==> src/rtl/traffic_phase_arbiter.sv <==
// Demand-actuated round-robin phase arbiter for a 4-way intersection.
// Green has min/max timing with gap-out, fixed yellow/all-red clearance, and preemption.
module traffic_phase_arbiter #(
    parameter int unsigned MIN_GREEN   = 4,
    parameter int unsigned MAX_GREEN   = 12,
    parameter int unsigned YELLOW_TIME = 3,
    parameter int unsigned ALLRED_TIME = 1
) (
    input  logic        clk,
    input  logic        rst_n,
    input  logic [3:0]  req,
    input  logic        preempt,
    input  logic [1:0]  preempt_phase,
    output logic [11:0] lamp,
    output logic [1:0]  state,
    output logic [1:0]  phase,
    output logic [3:0]  timer,
    output logic [3:0]  pending
);

    typedef enum logic [1:0] {
        StIdle   = 2'd0,
        StGreen  = 2'd1,
        StYellow = 2'd2,
        StAllRed = 2'd3
    } state_e;

    localparam logic [3:0] MinLim    = 4'(MIN_GREEN - 1);
    localparam logic [3:0] MaxLim    = 4'(MAX_GREEN - 1);
    localparam logic [3:0] YellowLim = 4'(YELLOW_TIME - 1);
    localparam logic [3:0] AllRedLim = 4'(ALLRED_TIME - 1);

    localparam logic [2:0] LampRed    = 3'b100;
    localparam logic [2:0] LampYellow = 3'b010;
    localparam logic [2:0] LampGreen  = 3'b001;

    state_e     r_state;
    logic [1:0] r_phase;
    logic [3:0] r_timer;
    logic [3:0] r_pending;

    logic [1:0] w_rr_pick;
    logic       w_rr_found;
    logic [1:0] w_cand;
    logic [1:0] w_pick;
    logic [3:0] w_phase_oh;
    logic       w_other;
    logic       w_any;
    logic       w_green_exit;
    logic [3:0] w_timer_inc;
    logic [3:0] w_pend_set;
    logic [3:0] w_pend_grant;

    // Scan phase+1 .. phase+3, then phase itself, so the served approach is considered last.
    always_comb begin
        w_rr_pick  = r_phase;
        w_rr_found = 1'b0;
        w_cand     = r_phase;
        for (int k = 1; k <= 4; k++) begin
            w_cand = r_phase + 2'(k);
            if (!w_rr_found && r_pending[w_cand]) begin
                w_rr_pick  = w_cand;
                w_rr_found = 1'b1;
            end
        end
    end

    always_comb begin
        w_pick       = preempt ? preempt_phase : w_rr_pick;
        w_phase_oh   = 4'b0001 << r_phase;
        w_other      = |(r_pending & ~w_phase_oh);
        w_any        = preempt || (r_pending != 4'b0000);
        w_timer_inc  = (r_timer == 4'hF) ? r_timer : r_timer + 4'd1;
        w_pend_set   = r_pending | req;
        // Clearing the granted bit wins over a same-edge request.
        w_pend_grant = w_pend_set & ~(4'b0001 << w_pick);
    end

    always_comb begin
        w_green_exit = 1'b0;
        if (preempt) begin
            w_green_exit = (preempt_phase != r_phase);
        end else if (w_other) begin
            w_green_exit = (r_timer >= MaxLim) || ((r_timer >= MinLim) && !req[r_phase]);
        end
    end

    always_ff @(posedge clk or negedge rst_n) begin
        if (!rst_n) begin
            r_state   <= StIdle;
            r_phase   <= 2'd3;
            r_timer   <= 4'd0;
            r_pending <= 4'b0000;
        end else begin
            r_pending <= w_pend_set;
            r_timer   <= w_timer_inc;
            unique case (r_state)
                StIdle: begin
                    if (w_any) begin
                        r_state   <= StGreen;
                        r_phase   <= w_pick;
                        r_timer   <= 4'd0;
                        r_pending <= w_pend_grant;
                    end
                end
                StGreen: begin
                    if (w_green_exit) begin
                        r_state <= StYellow;
                        r_timer <= 4'd0;
                    end
                end
                StYellow: begin
                    if (r_timer == YellowLim) begin
                        r_state <= StAllRed;
                        r_timer <= 4'd0;
                    end
                end
                StAllRed: begin
                    if (r_timer == AllRedLim) begin
                        r_timer <= 4'd0;
                        if (w_any) begin
                            r_state   <= StGreen;
                            r_phase   <= w_pick;
                            r_pending <= w_pend_grant;
                        end else begin
                            r_state <= StIdle;
                        end
                    end
                end
            endcase
        end
    end

    always_comb begin
        lamp = {LampRed, LampRed, LampRed, LampRed};
        for (int i = 0; i < 4; i++) begin
            if (2'(i) == r_phase) begin
                if (r_state == StGreen) begin
                    lamp[3*i +: 3] = LampGreen;
                end else if (r_state == StYellow) begin
                    lamp[3*i +: 3] = LampYellow;
                end
            end
        end
    end

    assign state   = r_state;
    assign phase   = r_phase;
    assign timer   = r_timer;
    assign pending = r_pending;

endmodule

==> config.mk <==
export PLATFORM = sky130hd
export DESIGN_NAME = traffic_phase_arbiter
export DESIGN_NICKNAME = d
export VERILOG_FILES = /design/src/rtl/traffic_phase_arbiter.sv
export SDC_FILE = /design/constraint.sdc
export NUM_CORES = 1
export LEC_CHECK = 0
export ABC_CLOCK_PERIOD_IN_PS = 3700
export CAP_MARGIN = 25
export CORE_MARGIN = 2
export CORE_UTILIZATION = 51
export DETAILED_ROUTE_END_ITERATION = 12
export PLACE_DENSITY = 0.85
export SETUP_SLACK_MARGIN = 0.05
export SLEW_MARGIN = 15
export SYNTH_ARGS = -nofsm -noshare
export SYNTH_HDL_FRONTEND = slang
export SYNTH_SLANG_ARGS = --single-unit
==> constraint.sdc <==
create_clock -name clk -period 3.7 [get_ports clk]
set_clock_uncertainty 0.05 [all_clocks]
set_input_delay 0.37 -clock clk [delete_from_list [all_inputs] [get_ports clk]]
set_output_delay 0.37 -clock clk [all_outputs]
set_load 0.01 [all_outputs]
======== Word-level counts from Yosys, hierarchy flattened ========
Index checks and enable logic that the tools add are counted.
operators by class
  add/sub/neg operators ................... 4
  div/mod/pow operators ................... 0
  bitwise logic cells ..................... 5
  multiplexer cells ....................... 44
  order comparisons ....................... 6
  shift-type cells ........................ 2
  equality and inequality tests ........... 13
  reduce and logical (&&, ||, !) cells .... 18
  multiply operators ...................... 0
operators by type and width
  kind                 number
  $mux 4               7
  $mux 2               11
  $mux 3               6
  $pmux 4 s4           1
  $lt 2x3->1 const B   4
  $mux 1               11
  $bmux 1 s2           5
  $and 4x4->4          2
  $ne 2x2->1 const B   4
  $not 4->4            2
  $pmux 2 s4           1
  $pmux 4 s2           1
  $shl 1x2->4 const A  2
  $add 2x2->2 const B  2
  $add 4x1->4 const B  1
  $eq 2x2->1 const A   2
  $eq 2x2->1 const B   2
  $eq 4x2->1 const B   1
  $eq 4x4->1 const B   1
  $ge 4x2->1 const B   1
  $ge 4x4->1 const B   1
  $logic_and 1x1->1    4
  $logic_not 1->1      4
  $logic_not 2->1      2
  13 further kinds     14
word-level totals
  latch bits .............................. 0
  output and inout port bits .............. 24
  memory bits (writable) .................. 0
  flip-flop bits (word level) ............. 12
  bits of input ports ..................... 9
  logic and storage cells ................. 96
  memory bits (read-only) ................. 0
  memories ................................ 0

======== Depth between registers and ports, before layout ========
Gate-level depths: netlist (run 1).
  depth in word-level cells ............... 20
  mapped depth ............................ 8

======== Worst setup path after synthesis (run 1) ========
Ideal clock, no wire load.
  path kind ............................... register to register
  start ................................... register r_phase[0] (netlist: phase[0])
  end ..................................... register r_state[1] (netlist: state[1])
  cell stages (with the launch flop) ...... 9
  setup slack ............................. 1.393 ns
  required time ........................... 3.525 ns
  arrival time ............................ 2.132 ns
  cell sequence ........................... dfstp_2 > buf_6 > inv_1 > ha_1 > or2b_1 > a41oi_1 > a311oi_4 > a211oi_2 > mux2_4
between the ends
  longest elaborated chain between the ends .. 9
  elaborated cells between the ends (all ways) .. 14
  classes of those cells .................. 2 x eq/ne; 1 x shift; 4 x mux; 2 x bitwise; 5 x reduce/logical
RTL lines
  what                          RTL line  source
  from (decl)                   38        logic [1:0] r_phase;
  from (signal assigned)        101       r_phase <= w_pick;
  from (signal assigned)        123       r_phase <= w_pick;
  $bmux 1 s2                    84        w_green_exit = (r_timer >= MaxLim) || ((r_timer >= MinLim) && !req[r_phase]);
  $mux 1 (implied by the code)  84
  $logic_not 1->1               84
  $logic_and 1x1->1             84
  $logic_or 1x1->1              84
  $mux 1                        83        end else if (w_other) begin
  $mux 1 *                      81        if (preempt) begin
  $ne 2x2->1 (no line) *        n/a
  $reduce_and 4->1 (no line) *  n/a
  to (signal assigned)          90        r_state <= StIdle;
  to (signal assigned)          100       r_state <= StGreen;
  to (signal assigned)          108       r_state <= StYellow;
  to (decl)                     37        state_e r_state;
Every way passes the cells marked *; elsewhere a longest branch is shown, timed or not. The select of a mux whose other input is x is not followed.
A chain may end at the register's enable or synchronous reset.

======== Final worst setup path (run 1) ========
Ends and elaborated chain as after synthesis.

==> flow_summary.yaml, run 1 <==
cts:
  cts_buffers: 3
  htreeDepth: 1
  cts_resized: 0
  cts_tree: "yes"
  hold_buffers: 0
  clk_path_buf_depth: 2
  clkLatencyLatePin_ns: 0.28
  root_buffer: "clkbuf_4"
  cts.sinks: 12
  post_cts_buffers: 0
  clk_pin_slew_ns: 0.08
floorplanning:
  io_pins: 33
  die_w_um: 51.6
  start_util_pct: 53.2
  die_height_um: 51.6
  row_count: 17
  core-area_mm2: 0.00217
  design.die.area_mm2: 0.00266
sta:
  tightest_slew_ns: 0.539
  clock.fmax_mhz: 415
  max-slew-margin-rel_pct: 64.0
  hold_viol: 0
  finalCritPeriodShare_pct: 65.1
  rsz0062_at_grt: "no"
  tns_ns: 0
  setup-violations-final: 0
  period_minus_slack_ns: 2.41
  finalMaxSlewViolations: 0
routing:
  drtIter0Drc: 34
  ant_nets: 0
  postRouteWirelength_um: 2790
  wire_per_inst_um: 14.5
  remaining_drc_errors: 0
  viasPerCell: 5.60
  dr.pass1.iters: 4
  vias: 1081
status:
  status: "finished clean"
cells_and_area:
  drive_gt1_share_pct: 8.48
  layout.cells.non_filler: 193
  antenna_cells: 0
  area_growth_pct: 31.0
  fill_cells: 200
  final_cell_mix: "32 x clkdlybuf4s50_1, 12 x nor2_1, 12 x ha_1"
  layout.nets: 187
  mostFrequentLayoutCell: "clkdlybuf4s50_1"
grt:
  busiest_layer: "met2"
  use_met2_pct: 43.4
  grt_first_pass_wirelength_um: 4670
  grt_max_degree: 14
  antenna_found_initial: 0
  grt_use_met3_pct: 2.59
  use_met1_pct: 28.5
  grt_pass1_vias: 1048
  overflow: 0
  grt.total_usage_pct: 24.0
synth:
  synth_seq_cells: 12
  yosysTopAreaCell: "dfrtp_1"
  synth_top_area_share_pct: 21.7
  synthesis.area_mm2: 0.00115
  synth-simple-area-share_pct: 22.4
  synthAdderAreaFrac_pct: 13.0
  synth.area.mux_share_pct: 5.85
  ys_seq_area_share_pct: 26.2
  synth_xor_area_share_pct: 2.28
  synth_cell_types: 42
  syn_nets: 154
  synth_compound_area_share_pct: 23.7
  synth_top_family_by_area: "compound AO/OA/AOI/OAI gates"
  yosys_warnings: 0
  syn_inst: 133
  synth_area_leaders: "dfrtp_1 22%, ha_1 13%, dfstp_2 4.6%, and2_1 4.3%, o21ai_0 4.3%"
  syn-mean-instance-area_um2: 8.68
power:
  p_leak_nw: 0.629
  worst_ir_drop_vdd_uv: 587
  powerDensity_mw_per_mm2: 945
critical_path:
  cp.required_ns: 3.82
  crit_fanout: 11
  arrival_ns: 2.53
  endpoint_kind: "register"
  startpoint_type: "register"
  crit_type: "reg2reg"
placement:
  gp_congestion: 0.818
  io_buffers: 32
  dp_hpwl_um: 2230
  dp_cells: 189
hold_path:
  hold_path.class: "in2async"
job:
  cap_violations: 0
critical path, stage by stage (launching register included):
cell and delay [ns]:
dfstp_2 0.65, inv_1 0.12, ha_1 0.24, or2b_1 0.23
a41oi_1 0.32, a311oi_4 0.18, a211oi_2 0.21, mux2_4 0.31
path summary, 6_finish.rpt:
check	slack, ns	cells past startpoint	startpoint	to
min in group clk	0.55	2	phase[0]	phase[0]
worst max register to register	1.29	7	phase[0]	state[1]
max in group asynchronous	2.84	1	rst_n	phase[0]
worst max-delay path	1.29	7	phase[0]	state[1]
worst min-delay path	0.39	1	rst_n	timer[3]
worst min register to register	0.55	2	phase[0]	phase[0]
through the flow:
step	instance area, um2	worst slack, ns	utilization (%)	total power, mW	hold WS (ns)
floorplan	1150	1.39	-	0.980	0.0244
global placement	1480	1.34	68.1	1.29	0.534
finish	1510	1.29	69.7	1.43	0.387
global route	1510	1.14	69.7	1.57	0.419
detailed placement	1480	1.29	68.1	1.33	0.542
CTS	1510	1.28	69.7	1.44	0.399
routing by layer:
layer / share of wire, % / wire length (um)
met1: 43 / 1200
met4: 1.2 / 33
met2: 52 / 1460
met5: 0 / 0
met3: 3.4 / 94
synthesized netlist by cell type (all sizes together):
master / instances
nor2b: 1
a41oi: 1
o32ai: 2
mux4: 1
nor3: 4
or2b: 4
nand2: 10
o211ai: 2
a2bb2oi: 1
or3: 1
o21ai: 10
nand3: 4
a31oi: 6
inv: 11
a21oi: 5
nor4b: 1
a32o: 1
dfrtp: 10
a311oi: 1
mux2: 1
o221ai: 1
nand2b: 1
buf: 4
a21boi: 1
nor2: 13
a211oi: 2
o32a: 1
xnor2: 3
or4: 1
ha: 12
dfstp: 2
nor3b: 1
o22ai: 1
and2: 8
a32oi: 1
o21a: 1
mux2i: 3
flip-flops by register name, indices dropped and copies added (netlist names):
register  count
state         2
pending       4
timer         4
phase         2
area by class of cell:
type	instances	area, um2	area share, %
clock buffer	4	36.3	2.40
tap	28	35.0	2.32
sequential	12	303	20.0
multi-input combinational	106	777	51.4
timing repair buffer	32	320	21.2
inverter	11	41.3	2.73
cell families (layout without fill, tap and decap cells):
group / after synthesis / in the layout
xor gates and xnor gates: 3 / 3
buffers and inverters: 15 / 47
DFF: 12 / 12
muxes: 5 / 5
AOI/OAI and AO/OA: 37 / 37
and+or+nand+nor: 49 / 49
adders and majority gates: 12 / 12
where the power goes:
part | total (mW) | switching, mW | internal (mW)
combinational | 0.989 | 0.493 | 0.496
clock | 0.107 | 0.0473 | 0.0599
sequential | 0.333 | 0.130 | 0.203
(Power assumes the default switching activity.)
==> run 2, diff against run 1 <==
Settings changed: ABC_CLOCK_PERIOD_IN_PS 3700 to 2300, CORE_UTILIZATION 51 to 47, PLACE_DENSITY 0.85 to 0.79.
Clock period 3.7 ns to 2.3 ns, I/O delays scaled along.
==> run 2 against run 1 <==
Compared with the run above: worst hold slack worse by 0.14 ns; fmax is 10% higher; critical path depth stayed put; cell area is 3.2% higher; clock power is 63% higher; clock-buffer cell count stayed put; register-to-register slack worse by 1.2 ns; non-clock buffer count is 5 higher; cell count is 2.6% higher; combinational power is 74% higher; sequential share of layout area is 0.55 points lower; worst setup slack worse by 1.2 ns; critical endpoint unchanged; highest routed layer unchanged.
==> flow_summary.yaml, run 2 (same netlist as run 1, synthesis figures left out) <==
routing:
  wire_per_inst_um: 14.6
  postRouteWirelength_um: 2880
  ant_nets: 0
  top_layer_used: "met4"
  dr.pass1.iters: 4
  wl_met2_um: 1400
  viasPerCell: 5.72
  remaining_drc_errors: 0
  wl_met3_um: 146
  vias: 1132
  drtIter0Drc: 33
  met1Wirelength_um: 1250
sta:
  max-slew-margin-rel_pct: 63.1
  hold_viol: 0
  whs_ns: 0.245
  clock.fmax_mhz: 458
  finalMaxSlewViolations: 0
  setup_slack_ns: 0.118
  rsz0062_at_grt: "yes"
  tns_ns: 0
  setup-violations-final: 0
  tightest_slew_ns: 0.552
  finalCritPeriodShare_pct: 94.8
  period_minus_slack_ns: 2.18
critical_path:
  critPathBufInv: 1
  endpoint: "state[1]"
  reg2reg_to: "state[1]"
  cpMaxStageDelayCell: "dfstp_2"
  cp_cell_sequence: "inv_1 > ha_1 > or2b_1 > a41oi_2 > a311oi_4 > a211oi_2 > mux2_4"
  arrival_ns: 2.31
  cpPeakStageDelay_ns: 0.59
  cp.required_ns: 2.43
  endpoint_kind: "register"
  startpoint: "phase[1]"
  crit_type: "reg2reg"
  cp.depth: 7
  ff2ff_setup_slack_ns: 0.12
  startpoint_type: "register"
  reg2regPathDepth: 7
  critPathTopFamily: "compound AO/OA/AOI/OAI gates"
  crit_fanout: 6
  rr_startpoint: "phase[1]"
placement:
  io_buffers: 32
  dp_hpwl_um: 2230
  gp_congestion: 0.814
  preCtsSetupSlack_ns: 0.0977
grt:
  grt_first_pass_wirelength_um: 4510
  overflow: 0
  antenna_found_initial: 0
  grt_max_degree: 13
  grt_pass1_vias: 989
  grt.total_usage_pct: 22.0
floorplanning:
  row_count: 17
  start_util_pct: 50.7
  io_pins: 33
  design.die.area_mm2: 0.00287
  die_w_um: 53.6
  die_height_um: 53.6
  core-area_mm2: 0.00228
power:
  p_seq_share_pct: 20.8
  clock_power_share_pct: 7.3
  powerDensity_mw_per_mm2: 1530
  switchingPower_mw: 1.12
  p_leak_nw: 0.650
  p_int_mw: 1.28
  worst_ir_drop_vdd_uv: 919
  combPwrFrac_pct: 72.0
  switching_share_pct: 46.7
  total_power_mw: 2.39
cts:
  cts_tree: "yes"
  clk_path_buf_depth: 2
  clk_pin_slew_ns: 0.08
  hold_buffers: 0
  root_buffer: "clkbuf_4"
  clkLatencyLatePin_ns: 0.29
  cts.sinks: 12
  cts_buffers: 3
  htreeDepth: 1
cells_and_area:
  mostFrequentLayoutCell: "clkdlybuf4s50_1"
  multi_input_area_um2: 787
  layout.nets: 192
  drive_gt1_share_pct: 12.9
  seq_area_um2: 304
  antenna_cells: 0
  fill_cells: 180
  final_cell_mix: "32 x clkdlybuf4s50_1, 12 x nor2_1, 11 x inv_1, 11 x ha_1, 10 x o21ai_0"
  area_growth_pct: 35.2
job:
  cap_violations: 0
status:
  status: "finished clean"
hold_path:
  hold_path.class: "in2async"
## run 2: cell types whose count changed in the layout (fill, tap and decap cells not counted), sizes merged
cell | previous run | this run
buf | 0 | 5
## run 2: worst min-delay path by stage
stage                     slack [ns]  cells after the start         end
after floorplan                -0.12                      0  pending[0]
after global placement          0.50                      2    phase[1]
after detailed placement        0.53                      2    phase[1]
after CTS                       0.25                      1    timer[0]
after global routing            0.27                      1    timer[1]
final                           0.24                      1    timer[0]
## run 2: repair_timing
item	CTS	global route
buffers inserted	0	2
setup endpoints to repair	0	5
gates resized for setup	0	2
## run 2: per-stage QoR
| stage | std cells | utilization, % | instance area (um2) |
|---|---|---|---|
| after global routing | 198 | 68.6 | 1560 |
| after detailed placement | 192 | 66.2 | 1510 |
| after CTS | 196 | 67.8 | 1540 |
| final | 198 | 68.6 | 1560 |
| after floorplan | 133 | - | 1160 |
| after global placement | 192 | 66.2 | 1510 |
## run 2: layout make-up
| class | instances | area share [%] |
|---|---|---|
| Clock buffer | 4 | 2.32 |
| Inverter | 11 | 2.64 |
| Multi-Input combinational cell | 106 | 50.4 |
| Sequential cell | 12 | 19.5 |
| Tap cell | 28 | 2.24 |
| Timing Repair Buffer | 37 | 22.9 |
## run 2: power groups by stage
stage	Combinational, mW	Clock [mW]	Sequential, mW
3_5_place_dp	1.67	0	0.500
3_3_place_gp	1.62	0	0.489
6_report	1.72	0.174	0.497
5_1_grt	1.90	0.185	0.513
4_1_cts	1.68	0.178	0.495
2_1_floorplan	1.10	0	0.486
## run 2: routing by layer
metal	vias up	track usage, %
met5	-	0
met4	0	11.5
met3	11	2.78
met2	40	36.8
met1	526	27.5
li1	555	-
